File: src/rtl/rr_arb_pkg.sv
// rr_arb_pkg: shared sizes and state type for the 4-way round-robin arbiter
package rr_arb_pkg;
  localparam int N_REQ = 4;
  localparam int SEL_W = 2;
  typedef enum logic {IDLE, GRANT} arb_state_t;
endpackage

File: src/rtl/rr_arb_4_pick.sv
// rr_pick_4: combinational rotating-priority picker (req, ptr -> found, idx)
module rr_pick_4
  import rr_arb_pkg::*;
(
  input  logic [N_REQ-1:0] req,
  input  logic [SEL_W-1:0] ptr,
  output logic             found,
  output logic [SEL_W-1:0] idx
);
  logic [N_REQ-1:0] rot;
  logic [SEL_W-1:0] off;
  assign rot   = N_REQ'({req, req} >> ptr);
  assign off   = rot[0] ? 2'd0 : rot[1] ? 2'd1 : rot[2] ? 2'd2 : 2'd3;
  assign found = |req;
  assign idx   = ptr + off;
endmodule

File: src/rtl/rr_arb_4.sv
// rr_arb_4: registered 4-requester round-robin arbiter; ports clk, rst, req[3:0] -> grant[3:0], sel[1:0], valid; optional hold limit via RR_ARB_HOLD_LIMIT_EN
module rr_arb_4
  import rr_arb_pkg::*;
#(
  parameter int MAX_HOLD = 8
) (
  input  logic             clk,
  input  logic             rst,
  input  logic [N_REQ-1:0] req,
  output logic [N_REQ-1:0] grant,
  output logic [SEL_W-1:0] sel,
  output logic             valid
);
  arb_state_t       state;
  logic [SEL_W-1:0] ptr;
  logic [SEL_W-1:0] pick_ptr;
  logic [SEL_W-1:0] idx;
  logic             found;
  logic             keep;
`ifdef RR_ARB_HOLD_LIMIT_EN
  localparam int HW = $clog2(MAX_HOLD) + 1;
  logic [HW-1:0] hold_cnt;
  assign keep = req[sel] && (hold_cnt != HW'(MAX_HOLD - 1));
`else
  assign keep = req[sel];
`endif
  // On release the old winner drops to lowest priority.
  assign pick_ptr = (state == GRANT) ? sel + 2'd1 : ptr;
  rr_pick_4 u_pick (.req(req), .ptr(pick_ptr), .found(found), .idx(idx));
  always_ff @(posedge clk) begin
    if (rst) begin
      state <= IDLE;
      ptr   <= '0;
      grant <= '0;
      sel   <= '0;
      valid <= 1'b0;
`ifdef RR_ARB_HOLD_LIMIT_EN
      hold_cnt <= '0;
`endif
    end else if (state == GRANT && keep) begin
`ifdef RR_ARB_HOLD_LIMIT_EN
      hold_cnt <= hold_cnt + 1'b1;
`endif
    end else begin
      if (state == GRANT) ptr <= sel + 2'd1;
      if (found) begin
        state <= GRANT;
        grant <= N_REQ'(1) << idx;
        sel   <= idx;
        valid <= 1'b1;
`ifdef RR_ARB_HOLD_LIMIT_EN
        hold_cnt <= '0;
`endif
      end else begin
        state <= IDLE;
        grant <= '0;
        valid <= 1'b0;
      end
    end
  end
endmodule
File: config.mk
export PLATFORM = sky130hd
export DESIGN_NAME = rr_arb_4
export DESIGN_NICKNAME = d
export VERILOG_FILES = /design/src/rtl/rr_arb_pkg.sv /design/src/rtl/rr_arb_4_pick.sv /design/src/rtl/rr_arb_4.sv
export SDC_FILE = /design/constraint.sdc
export NUM_CORES = 1
export LEC_CHECK = 0
export BUFFER_PORTS_ARGS = -buffer_cell sky130_fd_sc_hd__buf_4
export CAP_MARGIN = 5
export CORE_MARGIN = 3
export CORE_UTILIZATION = 46
export CTS_CLUSTER_SIZE = 28
export DETAILED_ROUTE_END_ITERATION = 10
export PLACE_DENSITY = 0.71
export SLEW_MARGIN = 20
export SYNTH_ARGS = -nofsm -noshare
export SYNTH_HDL_FRONTEND = slang
export SYNTH_SLANG_ARGS = --single-unit
File: constraint.sdc
create_clock -name clk -period 1.8 [get_ports clk]
set_input_delay 0.36 -clock clk [delete_from_list [all_inputs] [get_ports clk]]
set_output_delay 0.36 -clock clk [all_outputs]
set_load 0.005 [all_outputs]
# Yosys cells after proc, flatten, opt, wreduce, memory -nomap -nowiden
# Cells that the tools add are included.
[op_classes] n_addsub=2 n_lt_le_gt_ge=1 shift=2 mux=8 bitwise=1 n_reduce_logical=3
[ops] operator="right shift 8 x 2 -> 3 bit" n=1
[ops] operator="2-to-1 mux 2 bit" n=3
[ops] operator="2-to-1 mux 4 bit" n=1
[ops] operator="OR reduction 4 bit" n=1
[ops] operator="left shift 1 x 2 -> 4 bit, first input constant" n=1
[ops] operator="less-than comparator 2 x 3 -> 1 bit, second input constant" n=1
[ops] operator="2-to-1 mux 1 bit" n=3
[ops] operator="adder 2 x 1 -> 2 bit, second input constant" n=1
[ops] operator="adder 2 bit" n=1
[ops] operator="binary-select mux 1 bit (select 2 bit)" n=1
[ops] operator="AND reduction 2 bit" n=1
[ops] operator="logical AND 1 bit" n=1
[ops] operator="NOT 1 bit" n=1
[word_totals] reg_bits=9 inputBits=6 wordCells=21

# Logic depth before layout (Yosys ltp)
# Gate-level depths: netlist (run 1).
[logic_depth] word_depth=9 depth_mapped=10 mapped_depth_nobuf=9

# Hierarchy
# Synthesis (run 1) repeated with hierarchy kept, for this count alone.
[unflattened] hier_cells=69 hier_area_um2=575.6
[modules_own_cells] mod="rr_arb_4" n_inst=1 cells_per_inst=46 area_per_inst_um2=402.9 seq_area_each_um2=180.2
[modules_own_cells] mod="rr_pick_4" n_inst=1 cells_per_inst=23 area_per_inst_um2=172.7 seq_area_each_um2=0.0

# Least setup slack after synthesis (run 1)
# OpenSTA, ideal clock, no wires.
[synth_path] kind="flip-flop to flip-flop" startpoint="register sel[0]" endpoint="register grant[0]" arrival_time_ps=1825 required_time_ps=1712 slack_ps=-114 stages_incl_launch_ff=11 path_cell_list="dfxtp_1 > buf_4 > xor2_1 > mux2i_2 > nand2_1 > a21oi_1 > nor2_1 > a21oi_1 > ha_1 > xnor2_1 > o32ai_2"
[synth_via] elab_chain_len=9 word_cells_on_any_way=12
[synth_lines] element="from (decl)" line="rr_arb_4.sv:11" rtl="output logic [SEL_W-1:0] sel,"
[synth_lines] element="from (signal assigned)" line="rr_arb_4.sv:49" rtl="sel <= idx;"
[synth_lines] element="adder 2 x 1 -> 2 bit" line="rr_arb_4.sv:28" rtl="assign pick_ptr = (state == GRANT) ? sel + 2'd1 : ptr;"
[synth_lines] element="2-to-1 mux 2 bit"
[synth_lines] element="right shift 8 x 2 -> 3 bit" line="rr_arb_4_pick.sv:12" rtl="assign rot = N_REQ'({req, req} >> ptr);"
[synth_lines] element="2-to-1 mux 1 bit" line="rr_arb_4_pick.sv:13" rtl="assign off = rot[0] ? 2'd0 : rot[1] ? 2'd1 : rot[2] ? 2'd2 : 2'd3;"
[synth_lines] element="2-to-1 mux 2 bit (2 in a row)" line="rr_arb_4_pick.sv:13"
[synth_lines] element="adder 2 bit" line="rr_arb_4_pick.sv:15" rtl="assign idx = ptr + off;"
[synth_lines] element="left shift 1 x 2 -> 4 bit" line="rr_arb_4.sv:48" rtl="grant <= N_REQ'(1) << idx;"
[synth_lines] element="2-to-1 mux 4 bit" line="rr_arb_4.sv:46" rtl="if (found) begin"
[synth_lines] element="to (signal assigned)" line="rr_arb_4.sv:48"
[synth_lines] element="to (decl)" line="rr_arb_4.sv:10" rtl="output logic [N_REQ-1:0] grant,"
# Several ways; a longest one is shown, not always the timed one. The select of a mux whose other input is x is not followed.
# A chain may end at the register's enable or synchronous reset.

# Worst setup path after layout (run 1)
[layout_path] startpoint="register sel[0]" endpoint="register grant[2]"
# Same word-level chain as after synthesis.

==> results of run 1 <==
==> state kept, by name (all words and copies together), names as in the netlist <==
register,cells
grant,4
sel,2
state,1
ptr,2
==> metal layers <==
layer | share of wire, % | global-route usage [%]
met5 | 0 | 0
met4 | 1.1 | 5.42
met3 | 4.9 | 6.22
met2 | 46 | 28.2
met1 | 48 | 23.4
==> repair_timing <==
action	in CTS	in global routing
setup buffers	0	0
gates resized for setup	3	7
pin swaps	4	4
endpoints found under the setup margin	5	5
hold endpoints to repair	0	0
==> layout make-up <==
| cell class | instances | area [sq um] | share of cell area [%] |
|---|---|---|---|
| clock buffers | 4 | 26.3 | 2.84 |
| inverters | 5 | 18.8 | 2.03 |
| repair buffers | 28 | 214 | 23.1 |
| flip-flops and latches | 9 | 183 | 19.7 |
| well taps | 14 | 17.5 | 1.89 |
| multi-input cells | 55 | 467 | 50.4 |
==> cells in the final DEF, fill, tap and decap left out, types with 3 or more instances in the layout <==
cell,n
buf_4,27
nor2_1,10
dfxtp_1,7
a21oi_1,4
mux2i_1,4
inv_1,4
nand2_2,3
o32ai_1,3
clkbuf_4,3
==> logic make-up after synthesis <==
group                      Yosys count  synth area share [%]
xor gates and xnor gates             3                  4.04
buffers and inverters                9                  8.08
muxes                                7                  14.0
DFF                                  9                  27.7
adders and majority gates            2                  3.46
AOI/OAI and AO/OA                   16                  20.4
and+or+nand+nor                     27                  22.3
==> where the power goes <==
group / total, mW / internal, mW / switching (mW)
logic: 0.490 / 0.267 / 0.223
registers: 0.272 / 0.241 / 0.0304
clock network: 0.167 / 0.0860 / 0.0811
total: 0.928 / 0.594 / 0.334
==> cell usage after synthesis, types with 2 or more instances <==
master,number,area (sq um)
nor2_1,10,37.5
dfxtp_1,9,180
a21oi_1,6,30.0
inv_1,4,15.0
mux2i_1,4,40.0
nand2_1,4,15.0
o32ai_1,3,26.3
buf_6,2,22.5
nand2b_1,2,12.5
nor3_1,2,10.0
nor3b_1,2,15.0
xor2_1,2,17.5
==> critical path, cell delays in order (launching register included) <==
cell     delay, ps
dfxtp_2        330
xor2_2         170
mux2i_2        150
buf_6          160
nand2_2         50
a21oi_2        130
nor3_1          50
a21oi_1        120
ha_2           240
xor2_2          90
o32ai_1        220
==> final timing paths <==
| check | cells after the start | slack [ps] | end |
|---|---|---|---|
| worst max-delay path | 10 | -0.3 | grant[2] |
| worst min-delay path | 2 | 340 | ptr[0] |
| worst max register to register | 10 | -0.3 | grant[2] |
| worst min register to register | 2 | 470 | grant[3] |
==> impl_metrics.toml, run 1 <==
[grt]
grt_pass1_wl_um = 2570
grt_overflow = 0
grt_max_degree = 13
grt_antenna_before_repair = 0
grt_usage_pct = 18.1
vias_in_the_first_global_route = 595

[outcome]
status = "finished, violations left"
failed_checks = "negative setup slack"

[detailed_routing]
ant_nets = 0
drcViolationCount = 0
routed_wirelength_normalized_by_instance_count_um = 13.1
length_of_the_first_detailed_routing_pass_in_iterations = 4
route.detailed.vias_per_inst = 5.51
detailroute.via_count = 634
route.final.wire_length_um = 1510
number_of_drc_violations_after_detailed_routing_iteration_0 = 16

[worst_setup_path]
critical_path.max_fanout = 6
setup.worst_path.start = "sel[0]"
worstSetupEndpointType = "flop"
crit_type = "reg2reg"
regToRegStartpoint = "sel[0]"
timing.critical_path.from_type = "flop"
worst_ep_required_time_ps = 1980
critical_path_arrival_ps = 1980

[placed_design]
routabilityCongestion = 0.763
dp.cells = 111
place.port_buffers = 12
placedInstanceArea_sq_um = 856
place_hpwl_um = 1130
detailedPlace.worstSlack_ps = -111

[sta]
report.final.slew_viol_count = 0
maxSlewHeadroom_pct = 83.5
rsz0062_at_grt = "yes"
layout_setup_ws_ps = -0.348
highest_attainable_clock_frequency_mhz = 555
setup-tns-final_ps = -0.348
worst_hold_slack_ps = 338
layout_worst_path_cycle_share_pct = 100
finalHoldViolCount = 0
final_period_minus_worst_setup_slack_ps = 1800
worst-slew-pin-transition_ps = 247
clock-skew-final_ps = 4.20
timing.final.setup_violations = 1

[logic_synthesis]
yosysSeqAreaShare_pct = 27.7
async_flop_share_pct = 0
synth.lib_cells_used.distinct = 35
post_synth_instance_area_sq_um = 651
synth_ff_type = "dfxtp_1"
synth_edf_count = 0
synth-warning-count = 0
syn-num-nets = 80
synth_seq_cells = 9
synth_area_per_cell_sq_um = 8.91
postSynthCellCount = 73

[clock_network]
postCtsHoldBufs = 0
tritoncts_num_sinks = 9
cts_max_path_buffers = 2
cts_root_buf = "clkbuf_4"
clk_transition_reported_paths_ps = 70
tritoncts_clock_tree = "yes"
clk-insertion-delay-late_ps = 270
clock_tree.htree_level_count = 1
cts_made_buffers = 3

[layout]
instances_no_fill = 115
area.growth.synth_to_final_pct = 42.3
postLayoutCoreUtil_pct = 76.1
post_route_cells_drive_above_1_share_pct = 51.5
layout.nets = 109
layout.cell_area.non_filler_sq_um = 926
diodes = 0
fillCellCount = 95

[min_path]
hp-start = "rst"
worstHoldPathType = "in2reg"

[power_and_ir_drop]
cellPowerDensity_nw_per_um2 = 1000
vdd_ir_drop_max_uv = 696
cellLeakagePower_nw = 0.408
design_power_mw = 0.928

[floorplanning]
io_pins = 13
core_sq_um = 1220
row_count = 12
initial_utilization_pct = 53.5
die_h_um = 43.6
dieWidth_um = 43.6
die_area_sq_um = 1900

[run]
max-cap-violations = 0
(Power assumes the default switching activity.)
==> run 2, diff against run 1 <==
--- a/config.mk
+++ b/config.mk
@@ -12,6 +12,7 @@
 export CTS_CLUSTER_SIZE = 28
 export DETAILED_ROUTE_END_ITERATION = 10
 export PLACE_DENSITY = 0.71
+export SKIP_CTS_REPAIR_TIMING = 1
 export SLEW_MARGIN = 20
 export SYNTH_ARGS = -nofsm -noshare
 export SYNTH_HDL_FRONTEND = slang
==> run 2 against run 1 <==
- the flow still finishes with violations (negative setup slack)
- combinational power about the same
- setup slack got worse by 11 ps
- wire length increased by 4.2%
- worst hold slack improved by 4.8 ps
- total power decreased by 0.27%
- sequential power decreased by 1%
- critical path depth unchanged
- first-iteration DRC count decreased by 31%
- largest cell class unchanged
- highest routed layer unchanged
==> impl_metrics.toml, run 2 (synthesis gave the netlist of run 1 again) <==
[detailed_routing]
length_of_the_first_detailed_routing_pass_in_iterations = 4
route.detailed.vias_per_inst = 5.63
drcViolationCount = 0
ant_nets = 0
detailroute.via_count = 648
number_of_drc_violations_after_detailed_routing_iteration_0 = 11
routed_wirelength_normalized_by_instance_count_um = 13.7
route.final.wire_length_um = 1570

[power_and_ir_drop]
cellLeakagePower_nw = 0.409
p_seq_share_pct = 29.0
share_of_power_burned_in_combinational_logic_pct = 53.0
vdd_ir_drop_max_uv = 696
clock_power_share_pct = 18.0
cell_internal_pwr_mw = 0.592
cellPowerDensity_nw_per_um2 = 1000
design_power_mw = 0.926
switchingPower_mw = 0.334
net_sw_share_pct = 36.1

[floorplanning]
dieWidth_um = 43.6
io_pins = 13
row_count = 12
die_area_sq_um = 1900
core_sq_um = 1220
die_h_um = 43.6
initial_utilization_pct = 53.5

[worst_setup_path]
critical_path_arrival_ps = 1990
timing.critical_path.from_type = "flop"
critical_path.max_fanout = 6
critPathTopFamily = "compound AO/OA/AOI/OAI gates"
regToRegStartpoint = "sel[1]"
end_of_the_worst_register_to_register_path = "grant[2]"
longest_individual_stage_delay_on_the_worst_path_ps = 320
crit_type = "reg2reg"
worst_ep_required_time_ps = 1980
setup.reg_to_reg.worst_slack_ps = -10
rr_worst_depth = 10
cell_chain_of_the_critical_path = "xor2_1 -> mux2i_2 -> buf_6 -> nand2_2 -> a21oi_2 -> nor3_1 -> a21oi_1 -> ha_2 -> xor2_2 -> o32ai_1"
timing.critical_path.slowest_stage_cell = "dfxtp_2"
worstSetupEndpointType = "flop"
cp.buffers_inverters = 1

[layout]
layout.cell_area.non_filler_sq_um = 923
layout.nets = 109
area.growth.synth_to_final_pct = 41.9
flip_flop_count_of_the_largest_register_all_copies_and_words_added = 4
fillCellCount = 96
instances_no_fill = 115
post_route_cells_drive_above_1_share_pct = 51.5
diodes = 0
postLayoutCoreUtil_pct = 75.9
mostFrequentLayoutCell = "buf_4"
commonest_cells_after_routing_fill_and_taps_aside = "27 x buf_4, 10 x nor2_1, 7 x dfxtp_1"
top_register = "grant"
reg_top3 = "grant x4, ptr x2, sel x2"

[outcome]
status = "finished, violations left"
failed_checks = "negative setup slack"

[grt]
vias_in_the_first_global_route = 588
grt_max_degree = 13
grt_usage_pct = 17.4
grt_pass1_wl_um = 2470
grt_antenna_before_repair = 0
grt_overflow = 0

[run]
max-cap-violations = 0

[placed_design]
dp.cells = 111
routabilityCongestion = 0.763
detailedPlace.worstSlack_ps = -111
place.port_buffers = 12
place_hpwl_um = 1130
placedInstanceArea_sq_um = 856

[sta]
timing.final.setup_violations = 2
layout_setup_ws_ps = -11.7
maxSlewHeadroom_pct = 83.5
clock-skew-final_ps = 6.37
worst_hold_slack_ps = 343
report.final.slew_viol_count = 0
final_period_minus_worst_setup_slack_ps = 1810
setup-tns-final_ps = -12.2
layout_worst_path_cycle_share_pct = 101
finalHoldViolCount = 0
highest_attainable_clock_frequency_mhz = 552
rsz0062_at_grt = "yes"
worst-slew-pin-transition_ps = 248

[clock_network]
clock_tree.htree_level_count = 1
cts_root_buf = "clkbuf_4"
tritoncts_clock_tree = "yes"
clk-insertion-delay-late_ps = 270
clk_transition_reported_paths_ps = 70
tritoncts_num_sinks = 9
cts_made_buffers = 3
cts_max_path_buffers = 2

[min_path]
hp-start = "rst"
hold_depth = 2
worstHoldPathType = "in2reg"
min_to = "ptr[0]"
==> run 2: cell counts in the layout (fill, tap and decap cells not counted) <==
No cell type changed its count.
==> run 2: worst max-delay path by stage <==
stage | start | endpoint | slack [ps] | cells after the start
CTS | sel[1] | grant[2] | -100 | 9
floorplan | sel[0] | grant[2] | -20 | 10
finish | sel[1] | grant[2] | -10 | 10
global route | sel[1] | grant[0] | -130 | 10
global placement | sel[0] | grant[1] | -0.6 | 9
detailed placement | sel[1] | grant[2] | -110 | 9
==> run 2: worst register-to-register path: stages (launching register included) <==
cell and delay [ps]:
dfxtp_2 320, xor2_1 170, mux2i_2 160, buf_6 160, nand2_2 60, a21oi_2 140, nor3_1 60, a21oi_1 120
ha_2 240, xor2_2 80, o32ai_1 220
==> run 2: power by group through the flow <==
stage / logic (mW) / registers, mW / clock network [mW]
6_report: 0.490 / 0.268 / 0.167
5_1_grt: 0.529 / 0.274 / 0.178
4_1_cts: 0.460 / 0.267 / 0.175
3_5_place_dp: 0.458 / 0.271 / 0
3_3_place_gp: 0.452 / 0.270 / 0
2_1_floorplan: 0.265 / 0.278 / 0
==> run 2: routing by layer <==
metal  vias up  track usage [%]  wire, um
met5         -                0         0
met4         0             5.42        17
met3         2             6.22        68
met2        15             26.7       744
met1       316             22.6       739
li1        315                -         -
==> run 2: area by class of cell <==
cell class / count / area (sq um) / share of cell area [%]
timing repair buffer: 28 / 214 / 23.2
multi-input combinational: 55 / 464 / 50.3
inverter: 5 / 18.8 / 2.03
tap: 14 / 17.5 / 1.90
clock buffer: 4 / 26.3 / 2.85
sequential: 9 / 183 / 19.8
